File: config.mk
export PLATFORM = sky130hd
export DESIGN_NAME = load_store_unit
export DESIGN_NICKNAME = d
export VERILOG_FILES = /design/src/rtl/load_store_unit.sv
export SDC_FILE = /design/constraint.sdc
export NUM_CORES = 1
export LEC_CHECK = 0
export CORE_ASPECT_RATIO = 1.25
export CORE_UTILIZATION = 48
export DETAILED_ROUTE_END_ITERATION = 7
export DONT_BUFFER_PORTS = 1
export PLACE_DENSITY = 0.69
export SLEW_MARGIN = 20
export SYNTH_ARGS = -nofsm -noshare
export SYNTH_HDL_FRONTEND = slang
export SYNTH_SLANG_ARGS = --single-unit
File: constraint.sdc
create_clock -name clk -period 4.97 [get_ports clk]
set_input_delay 0.2485 -clock clk [delete_from_list [all_inputs] [get_ports clk]]
set_output_delay 0.2485 -clock clk [all_outputs]
set_load 0.05 [all_outputs]
File: src/rtl/load_store_unit.sv
// Memory-stage load/store unit: issues byte/halfword/word accesses on a request/acknowledge
// bus, holds the pipeline until the access completes and returns extended load data.
module load_store_unit #(
    parameter int AW = 32
) (
    input  logic          clk,
    input  logic          rst,
    input  logic          req_valid,
    input  logic [2:0]    mem_op,
    input  logic [AW-1:0] addr,
    input  logic [31:0]   wdata,
    input  logic          flush,
    output logic          stall,
    output logic          done,
    output logic [31:0]   rdata,
    output logic          adel,
    output logic          ades,
    output logic          bus_req,
    output logic          bus_we,
    output logic [AW-1:0] bus_addr,
    output logic [3:0]    bus_be,
    output logic [31:0]   bus_wdata,
    input  logic          bus_ack,
    input  logic [31:0]   bus_rdata
);

    typedef enum logic [1:0] {IDLE, REQ, DONE} stateT;
    typedef enum logic [2:0] {
        OP_LB  = 3'b000,
        OP_LBU = 3'b001,
        OP_LH  = 3'b010,
        OP_LHU = 3'b011,
        OP_LW  = 3'b100,
        OP_SB  = 3'b101,
        OP_SH  = 3'b110,
        OP_SW  = 3'b111
    } memOpT;

    stateT       state, nextState;
    memOpT       curOp, opQ;
    logic [1:0]  laneQ;
    logic        isLoad, misaligned, start;
    logic [3:0]  nextBe;
    logic [31:0] nextWdata;
    logic        opQIsLoad;
    logic [7:0]  byteSel;
    logic [15:0] halfSel;
    logic [31:0] loadData;

    assign curOp = memOpT'(mem_op);

    // Decode of the incoming M-stage request: direction, alignment, lane enables and data.
    always_comb begin
        // NOTE: every signal gets a default before the case so no path leaves it unassigned
        // (an unassigned path in combinational logic infers a latch).
        isLoad     = 1'b1;
        misaligned = 1'b0;
        nextBe     = 4'b1111;
        nextWdata  = wdata;
        case (curOp)
            OP_LH, OP_LHU: misaligned = addr[0];
            OP_LW:         misaligned = |addr[1:0];
            OP_SB: begin
                isLoad    = 1'b0;
                nextBe    = 4'b0001 << addr[1:0];
                nextWdata = {4{wdata[7:0]}};
            end
            OP_SH: begin
                isLoad     = 1'b0;
                misaligned = addr[0];
                nextBe     = addr[1] ? 4'b1100 : 4'b0011;
                nextWdata  = {2{wdata[15:0]}};
            end
            OP_SW: begin
                isLoad     = 1'b0;
                misaligned = |addr[1:0];
            end
            default: ;
        endcase
    end

    always_comb begin
        nextState = state;
        start     = 1'b0;
        stall     = 1'b0;
        done      = 1'b0;
        adel      = 1'b0;
        ades      = 1'b0;
        case (state)
            IDLE: begin
                start = req_valid & ~flush & ~misaligned;
                adel  = req_valid & ~flush & misaligned & isLoad;
                ades  = req_valid & ~flush & misaligned & ~isLoad;
                stall = start;
                if (start) nextState = REQ;
            end
            REQ: begin
                stall = 1'b1;
                if (bus_ack) nextState = DONE;
            end
            DONE: begin
                done      = 1'b1;
                nextState = IDLE;
            end
            default: nextState = IDLE;
        endcase
    end

    // Extraction uses the latched op/lane, so M-stage inputs may change while REQ waits.
    always_comb begin
        byteSel   = 8'(bus_rdata >> {laneQ, 3'b000});
        halfSel   = 16'(bus_rdata >> {laneQ[1], 4'b0000});
        opQIsLoad = 1'b1;
        loadData  = bus_rdata;
        case (opQ)
            OP_LB:  loadData = {{24{byteSel[7]}}, byteSel};
            OP_LBU: loadData = {24'd0, byteSel};
            OP_LH:  loadData = {{16{halfSel[15]}}, halfSel};
            OP_LHU: loadData = {16'd0, halfSel};
            OP_LW:  loadData = bus_rdata;
            default: opQIsLoad = 1'b0;
        endcase
    end

    always_ff @(posedge clk or posedge rst) begin
        if (rst) begin
            state     <= IDLE;
            opQ       <= OP_LB;
            laneQ     <= 2'b00;
            bus_req   <= 1'b0;
            bus_we    <= 1'b0;
            bus_addr  <= '0;
            bus_be    <= 4'b0000;
            bus_wdata <= 32'd0;
            rdata     <= 32'd0;
        end else begin
            // NOTE: non-blocking assignments so every register samples pre-edge values.
            state <= nextState;
            if (start) begin
                opQ       <= curOp;
                laneQ     <= addr[1:0];
                bus_addr  <= {addr[AW-1:2], 2'b00};
                bus_be    <= nextBe;
                bus_wdata <= nextWdata;
                bus_we    <= ~isLoad;
                bus_req   <= 1'b1;
            end else if (state == REQ && bus_ack) begin
                bus_req <= 1'b0;
                if (opQIsLoad) rdata <= loadData;
            end
        end
    end

endmodule

Word level (Yosys, flattened, before mapping)
Cells that the tools add are included.
{"block": "word_totals", "word_cells": 62, "register_bits": 107, "output_inout_bits": 106}
{"block": "classes", "bitwise": 8, "n_reduce_logical": 11, "eq_ne": 14, "shift": 3, "mux": 17}
{"op": "32-bit one-hot mux with 4 select lines", "n": 1}
{"op": "32-bit one-hot mux with 2 select lines", "n": 1}
{"op": "32-bit by 5-bit right shift with 16-bit output", "n": 1}
{"op": "32-bit by 5-bit right shift with 8-bit output", "n": 1}
{"op": "3-bit equality test (second input constant)", "n": 5}
{"op": "3-bit by 2-bit equality test with 1-bit output (second input constant)", "n": 4}
{"op": "1-bit two-way mux", "n": 8}
{"op": "4-bit one-hot mux with 2 select lines", "n": 1}
{"op": "3-bit OR reduction", "n": 2}
{"op": "1-bit AND", "n": 5}
{"op": "5-bit OR reduction", "n": 1}
{"op": "2-bit two-way mux", "n": 2}
{"op": "4-bit two-way mux", "n": 1}
{"op": "2-bit != test (second input constant)", "n": 2}
{"op": "1-bit one-hot mux with 2 select lines", "n": 2}
{"op": "2-bit one-hot mux with 2 select lines", "n": 1}
{"op": "2-bit OR reduction", "n": 2}
{"op": "1-bit by 2-bit << shifter with 4-bit output (first input constant)", "n": 1}
{"op": "3-bit by 1-bit equality test with 1-bit output (second input constant)", "n": 1}
{"op": "3-bit logical NOT", "n": 1}
{"op": "1-bit inverter", "n": 3}
{"op": "3-bit AND reduction", "n": 1}
{"op": "2-bit by 1-bit equality test with 1-bit output (second input constant)", "n": 1}
{"op": "2-bit equality test (second input constant)", "n": 1}
{"op": "other kinds (4)", "n": 4}

Longest topological paths before layout
{"block": "logic_depth", "word_depth": 8, "ltp_mapped": 7}

Worst setup path before layout
No wires, ideal clock.
{"block": "synth_path", "path_type": "input to output", "from": "input mem_op[2]", "to": "output ades", "slack_ps": 2497, "n_path_buf": 3, "t_arrival_ps": 2224, "cell_stages": 5, "path_cell_list": "clkbuf_1 > clkbuf_1 > clkbuf_1 > nand2_1 > nor3_1"}
{"block": "synth_between", "elab_chain_len": 6}
{"element": "from (decl)", "line_no": "9", "source": "input logic [2:0] mem_op,"}
{"element": "3-bit equality test or 3-bit by 2-bit equality test with 1-bit output (tied branches)", "line_no": "60", "source": "case (curOp)"}
{"element": "3-bit OR reduction (no source line) or 2-bit OR reduction (tied branches)"}
{"element": "1-bit one-hot mux with 2 select lines", "line_no": "60"}
{"element": "1-bit AND", "line_no": "93", "source": "ades = req_valid & ~flush & misaligned & ~isLoad;"}
{"element": "1-bit AND *", "line_no": "93"}
{"element": "1-bit two-way mux *", "line_no": "89", "source": "case (state)"}
{"element": "to (decl)", "line_no": "17", "source": "output logic ades,"}
Every way passes the cells marked *; elsewhere a longest branch is shown, timed or not.

Worst setup path after layout
{"block": "layout_path", "from": "register state[0]", "to": "output stall"}
{"block": "layout_between", "elab_chain_len": 2}
{"element": "from (decl)", "line_no": "39", "source": "stateT state, nextState;"}
{"element": "from (signal assigned)", "line_no": "138", "source": "state <= nextState;"}
{"element": "2-bit by 1-bit equality test with 1-bit output or 2-bit logical NOT (tied branches)", "line_no": "89"}
{"element": "1-bit one-hot mux with 2 select lines *", "line_no": "89"}
{"element": "to (decl)", "line_no": "13", "source": "output logic stall,"}
Marks and branches as above.

==> flow_metrics.env <==
export IMPL_synthSimpleGateAreaFrac_pct=10.3
export IMPL_pin_count=210
export IMPL_clk_latency_ns=0.34
export IMPL_yosys_register_bits=107
export IMPL_critPathBufInv=1
export IMPL_die_x_um=96.2
export IMPL_ys_warn_count=0
export IMPL_status="finished, final reports clean"
export IMPL_synth_top_area_share_pct=50.3
export IMPL_required_ns=4.72
export IMPL_maxCapViolations=0
export IMPL_antenna_left=0
export IMPL_grt_pass1_wl_mm=19.0
export IMPL_drtIter0Drc=127
export IMPL_synth_compound_area_share_pct=17.4
export IMPL_finalClockSkew_ns=0.00448
export IMPL_synth_top_family_by_area="compound AO/OA/AOI/OAI gates"
export IMPL_worst_slack_ns=1.73
export IMPL_crit_path_end_kind="output pin"
export IMPL_start_util_pct=49.9
export IMPL_hold_path_class="in -> reg"
export IMPL_powerDensity_nw_per_um2=677
export IMPL_fin_crit_ns=3.24
export IMPL_cp_start_kind="flip-flop"
export IMPL_drt_pass1_iter_count=4
export IMPL_critPathTopFamily="simple AND/OR/NAND/NOR gates"
export IMPL_cp_slowest_stage_delay_ns=0.60
export IMPL_arrival_ns=2.99
export IMPL_rows=42
export IMPL_synthTopCellsByArea="dfrtp_1 (50%), mux2_2 (8.5%), mux2i_1 (6.0%)"
export IMPL_intPower_w=0.00184
export IMPL_vias=3758
export IMPL_drc=0
export IMPL_final_util_pct=52.6
export IMPL_synth_xor_area_share_pct=0
export IMPL_critPathMaxFanout=59
export IMPL_cts_root_buf="clkbuf_16"
export IMPL_final_nets=582
export IMPL_tns_ns=0
export IMPL_relSlewSlack_pct=34.9
export IMPL_die_h_um=120
export IMPL_grt_pass1_vias=3805
export IMPL_dp_cells=598
export IMPL_muxShareOfSynthArea_pct=16.4
export IMPL_crit_path_top_delay_cell="or4b_4"
export IMPL_seqPwrFrac_pct=66.0
export IMPL_vias_per_cell=6.12
export IMPL_hpwl_mm=9.01
export IMPL_synth_area_per_cell_um2=10.6
export IMPL_slew_violations=0
export IMPL_core_area_um2=10700
export IMPL_fmax_mhz=309
export IMPL_layout_drive_gt1_share_pct=14.1
export IMPL_fin_crit_sh_pct=65.2
export IMPL_switchingPower_w=0.00196
export IMPL_p_leak_nw=2.51
export IMPL_fin_cells=614
export IMPL_syn_to_final_growth_pct=5.50
export IMPL_grt_ovfl_total=0
export IMPL_rsz0062_at_grt="false"
export IMPL_yosysTopAreaCell="dfrtp_1"
export IMPL_cts_tree="done"
export IMPL_clock_sinks=107
export IMPL_clk_path_buf_depth=2
export IMPL_diodes=0
export IMPL_wl_mm=12.4
export IMPL_crit_chain="or4b_4 -> a41oi_4 -> buf_4 -> nand2_4 -> nand2_1"
export IMPL_power_share_combinational_pct=16.3
export IMPL_cts_made_buffers=9
export IMPL_die_area_um2=11500
export IMPL_synthCells=502
export IMPL_antenna_found_initial=0
export IMPL_critical_path_class="reg -> out"
export IMPL_clockPowerShare_pct=17.7
export IMPL_post_cts_resized=0
export IMPL_finalSetupViolCount=0
export IMPL_grt_use_total_pct=22.0
export IMPL_ys_seq_area_share_pct=50.3
export IMPL_ir_drop_mv=0.274
export IMPL_worstMarginPinSlew_ns=0.975
export IMPL_reg2reg_slack_ns=2.31
export IMPL_path_clk_slew_ns=0.07
export IMPL_ys_types=42
export IMPL_place_congestion=0.830
export IMPL_portBuffers=0
export IMPL_yosys_area_share_adder_pct=0
export IMPL_p_sw_share_pct=51.5
export IMPL_syn_area_um2=5320
export IMPL_htreeDepth=3
export IMPL_cts_setup_buffers=0
export IMPL_avgRoutedWirePerCell_um=20.3
export IMPL_grt_max_degree=60
export IMPL_fillCellCount=975
export IMPL_dp_slack_ns=2.10
export IMPL_hold_violations=0
metal layers:
layer  GRT usage, %  up-vias  share of wire (%)
met4           8.12        0                2.3
met3           8.68       21                 10
met5              0        -                  0
met2           38.2      153                 52
li1               -     1726                  -
met1           23.4     1858                 35
cell usage after synthesis, drive strengths merged:
| library cell | n |
|---|---|
| dfrtp | 107 |
| mux2 | 49 |
| a21oi | 48 |
| nor2 | 43 |
| mux2i | 32 |
| clkbuf | 29 |
| a31oi | 25 |
| nand2 | 24 |
| inv | 20 |
| o21ai | 18 |
| nor2b | 16 |
| a22o | 15 |
| buf | 13 |
| o22a | 9 |
| nor3b | 8 |
| o221ai | 8 |
| and3 | 6 |
| o21bai | 6 |
| nand2b | 5 |
| a21o | 2 |
| a32oi | 2 |
| nand3b | 2 |
| o31ai | 2 |
| a211o | 1 |
| a21bo | 1 |
| a2bb2oi | 1 |
| a41oi | 1 |
| and2 | 1 |
| and3b | 1 |
| clkinv | 1 |
| conb | 1 |
| nor3 | 1 |
| o311ai | 1 |
| or2 | 1 |
| or3 | 1 |
| or4b | 1 |
registers in the layout (all words and copies together), names as in the netlist:
signal,count
opQ,3
bus_be,4
state,2
bus_we,1
bus_req,1
laneQ,2
bus_addr,30
rdata,32
bus_wdata,32
cell families after synthesis:
| group | count (synthesis) |
|---|---|
| multiplexers | 81 |
| other | 1 |
| AND/OR/NAND/NOR | 110 |
| AO/OA/AOI/OAI | 140 |
| buffers and inverters | 63 |
| flip-flops | 107 |
final timing paths:
kind                       startpoint      endpoint  cells after the start
setup / recovery             state[0]         stall                      5
hold / removal                bus_ack      state[0]                      1
setup reg to reg             state[0]  bus_addr[15]                      5
hold reg to reg                opQ[0]        opQ[0]                      1
max in group asynchronous         rst     rdata[19]                      3
min in group asynchronous         rst  bus_addr[15]                      2
final cells by class:
type                    instances  area, um^2  share of cell area, %
clock buffers                  12         256                   4.57
clock inverters                 3        23.8                  0.423
flip-flops and latches        107        2680                   47.7
inverters                      21        81.3                   1.45
multi-input cells             333        2360                   42.1
well taps                     132         165                   2.94
repair buffers                  6        47.5                  0.847
power groups by stage:
stage | logic [W] | clock network [W] | registers, W
global placement | 0.000596 | 0 | 0.00252
floorplan | 0.000566 | 0 | 0.00243
finish | 0.000618 | 0.000674 | 0.00251
detailed placement | 0.000627 | 0 | 0.00253
global route | 0.000693 | 0.000726 | 0.00256
CTS | 0.000628 | 0.000693 | 0.00252
per-stage QoR:
| step | hold WS, ns | total power (W) | cell area [um^2] |
|---|---|---|---|
| 5_1_grt | 0.0183 | 0.00398 | 5610 |
| 3_3_place_gp | 0.260 | 0.00312 | 5320 |
| 4_1_cts | 0.00945 | 0.00384 | 5610 |
| 2_1_floorplan | 0.356 | 0.00300 | 5330 |
| 3_5_place_dp | 0.282 | 0.00316 | 5320 |
| 6_report | 0.0307 | 0.00380 | 5610 |
what timing repair did:
item                                   in CTS  in global routing
hold buffers                                1                  0
endpoints found under the hold margin      55                  0
setup endpoints to repair                   0                  0
cells in the final DEF (no fill, tap or decap), drive strengths merged, types with 8 or more instances in the layout:
| cell type | n |
|---|---|
| clkbuf | 12 |
| inv | 20 |
| nand2 | 24 |
| dfrtp | 107 |
| a22o | 15 |
| o221ai | 8 |
| a31oi | 25 |
| nor2 | 43 |
| o21ai | 18 |
| mux2 | 49 |
| mux2i | 32 |
| nor2b | 16 |
| o22a | 9 |
| a21oi | 48 |
| nor3b | 8 |
Note: power is estimated with default switching activity, not from simulation.
